[config.mk]
export PLATFORM = sky130hd
export DESIGN_NAME = constant_scan_ctrl_flat
export DESIGN_NICKNAME = d
export VERILOG_FILES = /design/src/rtl/constant_scan_ctrl_if.sv /design/src/rtl/constant_scan_ctrl.sv /design/src/flat_wrapper.sv
export SDC_FILE = /design/constraint.sdc
export NUM_CORES = 1
export LEC_CHECK = 0
export BUFFER_PORTS_ARGS = -buffer_cell sky130_fd_sc_hd__buf_4
export CORE_MARGIN = 1.5
export CORE_UTILIZATION = 58
export DETAILED_ROUTE_END_ITERATION = 6
export PLACE_DENSITY_LB_ADDON = 0.25
export SYNTH_ARGS = -nofsm -noshare
export SYNTH_HDL_FRONTEND = slang
export SYNTH_SLANG_ARGS = --single-unit
[constraint.sdc]
create_clock -name clk_i -period 6.3 [get_ports clk_i]
set_input_delay 0.63 -clock clk_i [delete_from_list [all_inputs] [get_ports clk_i]]
set_output_delay 0.63 -clock clk_i [all_outputs]
set_load 0.02 [all_outputs]
[src/rtl/constant_scan_ctrl_if.sv]
// Bus between the scan controller, the shared stuck-level detector with its
// channel input mux, and the status/register layer.
interface constant_scan_ctrl_if #(
    parameter int CH_NUM = 4,
    parameter int WIDTH  = 2,
    parameter int SEL_W  = (CH_NUM > 1) ? $clog2(CH_NUM) : 1
);
    logic                      en_i;
    logic                      clr_i;
    logic [CH_NUM-1:0]         ch_mask_i;
    logic [SEL_W-1:0]          sel_o;
    logic                      det_rst_o;
    logic [WIDTH-1:0]          det_always_1_i;
    logic [WIDTH-1:0]          det_always_0_i;
    logic [CH_NUM*WIDTH-1:0]   stuck1_o;
    logic [CH_NUM*WIDTH-1:0]   stuck0_o;
    logic [CH_NUM-1:0]         valid_o;
    logic                      scan_done_o;

    // Controller side.
    modport slave (
        input  en_i, clr_i, ch_mask_i, det_always_1_i, det_always_0_i,
        output sel_o, det_rst_o, stuck1_o, stuck0_o, valid_o, scan_done_o
    );

    // Environment side: register layer, input mux and detector.
    modport master (
        output en_i, clr_i, ch_mask_i, det_always_1_i, det_always_0_i,
        input  sel_o, det_rst_o, stuck1_o, stuck0_o, valid_o, scan_done_o
    );
endinterface

[src/rtl/constant_scan_ctrl.sv]
// Round-robin scan controller sharing one stuck-level detector across
// CH_NUM channels: select a channel, hold the detector in reset while the
// mux settles, observe for a fixed dwell window, then capture its flags.
module constant_scan_ctrl #(
    parameter int CH_NUM = 4,
    parameter int WIDTH  = 2,
    parameter int SETTLE = 2,
    parameter int DWELL  = 40,
    parameter int SEL_W  = (CH_NUM > 1) ? $clog2(CH_NUM) : 1
) (
    input  logic                 clk_i,
    input  logic                 rst_i,
    constant_scan_ctrl_if.slave  bus
);
    localparam int CNT_MAX = (SETTLE > DWELL) ? SETTLE : DWELL;
    localparam int CNT_W   = $clog2(CNT_MAX + 1);

    typedef enum logic [1:0] {
        ST_IDLE,
        ST_SWITCH,
        ST_DWELL,
        ST_CAPTURE
    } state_t;

    state_t                  state_q, state_d;
    logic [CNT_W-1:0]        cnt_q, cnt_d;
    logic [SEL_W-1:0]        sel_q, sel_d, sel_nxt;
    logic                    det_rst_q, det_rst_d;
    logic                    done_q, done_d;
    logic                    cap_we;
    logic [CH_NUM*WIDTH-1:0] stuck1_q, stuck0_q;
    logic [CH_NUM-1:0]       valid_q;

    // Lowest enabled channel index (0 when the mask is empty).
    function automatic logic [SEL_W-1:0] lowest_set(input logic [CH_NUM-1:0] m);
        logic [SEL_W-1:0] r;
        r = '0;
        for (int i = CH_NUM - 1; i >= 0; i--) begin
            if (m[i]) r = SEL_W'(i);
        end
        return r;
    endfunction

    // Next enabled channel strictly above cur, wrapping to the lowest one.
    function automatic logic [SEL_W-1:0] next_set(input logic [CH_NUM-1:0] m,
                                                  input logic [SEL_W-1:0]  cur);
        logic [SEL_W-1:0] r;
        r = lowest_set(m);
        for (int i = CH_NUM - 1; i >= 0; i--) begin
            if (m[i] && (i > int'(cur))) r = SEL_W'(i);
        end
        return r;
    endfunction

    assign sel_nxt = next_set(bus.ch_mask_i, sel_q);

    // Next-state, counter, channel select and pass-complete decode.
    always_comb begin
        state_d = state_q;
        cnt_d   = cnt_q;
        sel_d   = sel_q;
        done_d  = 1'b0;
        cap_we  = 1'b0;
        case (state_q)
            ST_IDLE: begin
                if (bus.en_i && (bus.ch_mask_i != '0)) begin
                    state_d = ST_SWITCH;
                    sel_d   = lowest_set(bus.ch_mask_i);
                    cnt_d   = CNT_W'(SETTLE - 1);
                end
            end
            ST_SWITCH: begin
                if (!bus.en_i) begin
                    state_d = ST_IDLE;
                    cnt_d   = '0;
                end else if (cnt_q == '0) begin
                    state_d = ST_DWELL;
                    cnt_d   = CNT_W'(DWELL - 1);
                end else begin
                    cnt_d = cnt_q - 1'b1;
                end
            end
            ST_DWELL: begin
                if (!bus.en_i) begin
                    state_d = ST_IDLE;
                    cnt_d   = '0;
                end else if (cnt_q == '0) begin
                    state_d = ST_CAPTURE;
                end else begin
                    cnt_d = cnt_q - 1'b1;
                end
            end
            ST_CAPTURE: begin
                if (!bus.en_i) begin
                    // Abandon the channel without writing its result.
                    state_d = ST_IDLE;
                    cnt_d   = '0;
                end else begin
                    cap_we = 1'b1;
                    if (bus.ch_mask_i == '0) begin
                        state_d = ST_IDLE;
                        cnt_d   = '0;
                    end else begin
                        state_d = ST_SWITCH;
                        sel_d   = sel_nxt;
                        cnt_d   = CNT_W'(SETTLE - 1);
                        done_d  = (sel_nxt <= sel_q);
                    end
                end
            end
            default: begin
                state_d = ST_IDLE;
                cnt_d   = '0;
            end
        endcase
        // Detector runs only while the dwell window is open.
        det_rst_d = (state_d != ST_DWELL);
    end

    // Control registers: state, shared counter, select, detector reset, pulse.
    always_ff @(posedge clk_i) begin
        if (rst_i) begin
            state_q   <= ST_IDLE;
            cnt_q     <= '0;
            sel_q     <= '0;
            det_rst_q <= 1'b1;
            done_q    <= 1'b0;
        end else begin
            state_q   <= state_d;
            cnt_q     <= cnt_d;
            sel_q     <= sel_d;
            det_rst_q <= det_rst_d;
            done_q    <= done_d;
        end
    end

    // Result bank: clear wins over capture; masked-out channels are wiped every cycle.
    always_ff @(posedge clk_i) begin
        if (rst_i || bus.clr_i) begin
            stuck1_q <= '0;
            stuck0_q <= '0;
            valid_q  <= '0;
        end else begin
            if (cap_we) begin
                stuck1_q[sel_q*WIDTH +: WIDTH] <= bus.det_always_1_i;
                stuck0_q[sel_q*WIDTH +: WIDTH] <= bus.det_always_0_i;
                valid_q[sel_q]                 <= 1'b1;
            end
            for (int c = 0; c < CH_NUM; c++) begin
                if (!bus.ch_mask_i[c]) begin
                    stuck1_q[c*WIDTH +: WIDTH] <= '0;
                    stuck0_q[c*WIDTH +: WIDTH] <= '0;
                    valid_q[c]                 <= 1'b0;
                end
            end
        end
    end

    assign bus.sel_o       = sel_q;
    assign bus.det_rst_o   = det_rst_q;
    assign bus.scan_done_o = done_q;
    assign bus.stuck1_o    = stuck1_q;
    assign bus.stuck0_o    = stuck0_q;
    assign bus.valid_o     = valid_q;

endmodule
[src/flat_wrapper.sv]
// flat-port wrapper written by rule: the top's interface ports become plain ports
module constant_scan_ctrl_flat 
#(
    parameter int CH_NUM = 4,
    parameter int WIDTH  = 2,
    parameter int SETTLE = 2,
    parameter int DWELL  = 40,
    parameter int SEL_W  = (CH_NUM > 1) ? $clog2(CH_NUM) : 1
)
  (clk_i, rst_i, bus_en_i, bus_clr_i, bus_ch_mask_i, bus_det_always_1_i, bus_det_always_0_i, bus_sel_o, bus_det_rst_o, bus_stuck1_o, bus_stuck0_o, bus_valid_o, bus_scan_done_o);
  constant_scan_ctrl_if #(.CH_NUM(CH_NUM), .WIDTH(WIDTH), .SEL_W(SEL_W)) bus_i ();
  input  logic clk_i;
  input  logic rst_i;
  input wire logic [$bits(bus_i.en_i)-1:0] bus_en_i;
  input wire logic [$bits(bus_i.clr_i)-1:0] bus_clr_i;
  input wire logic [$bits(bus_i.ch_mask_i)-1:0] bus_ch_mask_i;
  input wire logic [$bits(bus_i.det_always_1_i)-1:0] bus_det_always_1_i;
  input wire logic [$bits(bus_i.det_always_0_i)-1:0] bus_det_always_0_i;
  output wire logic [$bits(bus_i.sel_o)-1:0] bus_sel_o;
  output wire logic [$bits(bus_i.det_rst_o)-1:0] bus_det_rst_o;
  output wire logic [$bits(bus_i.stuck1_o)-1:0] bus_stuck1_o;
  output wire logic [$bits(bus_i.stuck0_o)-1:0] bus_stuck0_o;
  output wire logic [$bits(bus_i.valid_o)-1:0] bus_valid_o;
  output wire logic [$bits(bus_i.scan_done_o)-1:0] bus_scan_done_o;
  assign bus_i.en_i = bus_en_i;
  assign bus_i.clr_i = bus_clr_i;
  assign bus_i.ch_mask_i = bus_ch_mask_i;
  assign bus_i.det_always_1_i = bus_det_always_1_i;
  assign bus_i.det_always_0_i = bus_det_always_0_i;
  assign bus_sel_o = bus_i.sel_o;
  assign bus_det_rst_o = bus_i.det_rst_o;
  assign bus_stuck1_o = bus_i.stuck1_o;
  assign bus_stuck0_o = bus_i.stuck0_o;
  assign bus_valid_o = bus_i.valid_o;
  assign bus_scan_done_o = bus_i.scan_done_o;
  constant_scan_ctrl #(.CH_NUM(CH_NUM), .WIDTH(WIDTH), .SETTLE(SETTLE), .DWELL(DWELL), .SEL_W(SEL_W)) u_core (.clk_i(clk_i), .rst_i(rst_i), .bus(bus_i));
endmodule
==> results.toml <==
[logic_synthesis]
synth_enable_flop_cells = 0
post_synth_instance_area_mm2 = 0.00174
synth_seq_cells = 32
synthesis.yosys.warnings = 0
seq_area_frac_synth_pct = 36.9
postSynthCellCount = 220
synthDistinctLibCells = 41
synthArstFlopShare_pct = 0
mapped_nets = 244
synth_area_per_cell_um2 = 7.89
synthFlopType = "dfxtp_1"

[clock_network]
cts_tree = "done"
cts_max_path_buffers = 2
ctsHoldBuffers = 0
clockRootBuffer = "clkbuf_4"
clock_pin_slew_on_the_worst_setup_and_hold_paths_ns = 0.11
cts_made_buffers = 5
post_cts.repair.setup_buffers = 0
number_of_levels_in_the_clock_h_tree = 2
cts_repair_resize_count = 0
worst_skew_pair.late_latency_ns = 0.34
cts_sinks = 32

[outcome]
failed_checks = "DRC"
outcome = "finished, violations left"

[route]
routed_wl_um = 3890
drtIter0Drc = 97
via_count = 1679
drc = 8
dr.pass1.iters = 6
route.detailed.vias_per_inst = 5.85
routedWlPerCell_um = 13.5
route.antenna.remaining_nets = 0

[critical_path]
critPathRequiredTime_ns = 6.57
critPathMaxFanout = 9
setup.worst_path.start_class = "flop"
critical_path.cell_chain = "inv_1 -> ha_1 -> or3b_2 -> a31oi_1 -> ha_1 -> a21oi_1 -> a21oi_1 -> nor3_1"
worst_r2r_startpoint = "u_core.bus.sel_o[0]"
worst_setup_path_startpoint = "u_core.bus.sel_o[0]"
worst-setup-path-type = "flop to flop"
worst_ep_arrival_time_ns = 2.57
critical-path-top-delay-family = "simple AND/OR/NAND/NOR gates"
worst_r2r_endpoint = "u_core.bus.scan_done_o"
setup.reg_to_reg.worst_slack_ns = 4.00
endpoint_kind = "flop"
cp_slowest_cell = "dfxtp_1"
critical_path_depth = 8
cp_slowest_stage_delay_ns = 0.53
ff2ff_path_depth = 8
critical_path.n_buffers_inverters = 1
critical_path.endpoint = "u_core.bus.scan_done_o"

[placement]
dp_worst_setup_slack_ns = 4.03
port_buffers = 35
rd_place_congestion = 0.897
detailedPlacementHpwl_um = 2960

[global_route]
largest_net_degree_at_the_start_of_global_routing = 15
first_global_vias = 1427
first_pass_grt_wire_length_um = 6420
grt_antenna_before_repair = 0
overflow = 0
gr-usage-all-layers_pct = 24.8

[timing]
fin_worst_skew_ns = 0.0124
finalHoldViolCount = 0
rsz0062_at_grt = "false"
min_period_over_period_pct = 36.6
fmax_ghz = 0.434
tightest_slew_ns = 0.502
worst_slew_margin_rel_pct = 66.1
setup_total_negative_slack_ns = 0
finalSetupViolations = 0
final_worst_path_period_need_ns = 2.30
fin_ws_ns = 4.00
max_transition_viols_final = 0

[job]
max_cap_violations = 0

[final_layout]
multi_input_comb_area_mm2 = 0.00103
layout_common_cells = "35 x buf_4, 33 x a21oi_1, 32 x dfxtp_1"
syn_to_final_growth_pct = 20.1
mostFrequentLayoutCell = "buf_4"
fillerInstances = 232
seq_area_um2 = 641
postLayoutCoreUtil_pct = 74.3
drive_above_1_share_pct = 18.0
diodes = 0
finalNetCount = 279

[pwr]
clockPowerShare_pct = 35.4
swShare_pct = 27.3
power.static_leakage_nw = 0.810
p_int_w = 0.000317
net-switching-power_w = 0.000119
power_frac_comb_pct = 15.7
irDropWorstVdd_mv = 0.134
power.share.sequential_pct = 48.8
powerDensity_mw_per_mm2 = 209

[die]
placeableCoreArea_mm2 = 0.00281
boundaryPins = 36
initial_core_util_pct = 61.9
chipHeight_um = 57.7
floorplan.die.width_um = 57.7
row_count = 19
die_outline_area_mm2 = 0.00333

[hold_path]
hold_class = "flop to flop"
-- synthesized netlist by cell type, types with 3 or more instances --
master,number,area (um2)
a21oi_1,33,165
dfxtp_1,32,641
nand2_1,31,116
nand3_1,17,85.1
ha_1,12,150
nor2_1,12,45.0
inv_1,10,37.5
o21ai_0,7,35.0
and2_1,6,37.5
nand2b_1,6,37.5
nor3_1,6,30.0
clkbuf_1,5,18.8
and3_1,4,25.0
o211ai_1,4,30.0
nor2b_1,3,18.8
nor3b_1,3,22.5
-- per-stage QoR --
step                      hold WS, ns  total power, W  area, um2  cells
after floorplan                 0.506        0.000263       1740    220
after detailed placement        0.445        0.000284       2010    279
after global placement          0.442        0.000283       2010    279
after global routing            0.475        0.000456       2080    287
after CTS                       0.459        0.000439       2080    287
final                           0.456        0.000435       2080    287
-- cell families (layout without fill, tap and decap cells) --
logic type,after synthesis,in the layout,synth area share (%)
DFF,32,32,36.9
muxes,1,1,0.577
and+or+nand+nor,95,95,27.4
AOI/OAI and AO/OA,60,60,21.1
buffers and inverters,17,53,3.82
adders and majority gates,12,12,8.65
xor gates and xnor gates,3,3,1.51
-- sequential cells by signal (all words and copies together), names as in the netlist --
name	count
u_core.bus.scan_done_o	1
u_core.state_q	2
u_core.bus.det_rst_o	1
u_core.bus.stuck0_o	8
u_core.bus.sel_o	2
u_core.cnt_q	6
u_core.bus.valid_o	4
u_core.bus.stuck1_o	8
-- per-layer routing --
metal | track usage (%) | share of wire (%)
met5 | 0 | 0
met4 | 10.3 | 1.5
met3 | 6.03 | 6.0
met2 | 39.1 | 47
met1 | 32.5 | 46
-- worst register-to-register path, cell delays in order, from the launching register on --
cell	delay, ns
dfxtp_1	0.53
inv_1	0.21
ha_1	0.26
or3b_2	0.48
a31oi_1	0.18
ha_1	0.26
a21oi_1	0.13
a21oi_1	0.05
nor3_1	0.15
-- layout make-up --
cell class                 count  share of cell area, %
inverter                      10                   1.80
sequential                    32                   30.7
clock buffer                   6                   1.98
timing repair buffer          35                   12.6
clock inverter                 2                   1.68
tap                           31                   1.86
multi-input combinational    171                   49.3
-- power by group through the flow --
stage          logic (W)  clock network, W  registers (W)
2_1_floorplan  0.0000481                 0       0.000215
3_3_place_gp   0.0000663                 0       0.000217
3_5_place_dp   0.0000674                 0       0.000217
4_1_cts        0.0000677          0.000159       0.000212
5_1_grt        0.0000773          0.000165       0.000213
6_report       0.0000686          0.000154       0.000213
-- how the worst min path moves through the flow --
stage                             endpoint  slack, ns  cells past startpoint              startpoint
floorplan                  u_core.cnt_q[1]       0.51                      2         u_core.cnt_q[1]
finish              u_core.bus.stuck1_o[0]       0.46                      2  u_core.bus.stuck1_o[0]
global placement    u_core.bus.stuck1_o[3]       0.44                      2  u_core.bus.stuck1_o[3]
CTS                 u_core.bus.stuck0_o[2]       0.46                      2  u_core.bus.stuck0_o[2]
detailed placement  u_core.bus.stuck1_o[3]       0.45                      2  u_core.bus.stuck1_o[3]
global route        u_core.bus.stuck1_o[6]       0.47                      2  u_core.bus.stuck1_o[6]
No activity file was read; power rests on OpenSTA's default activity.
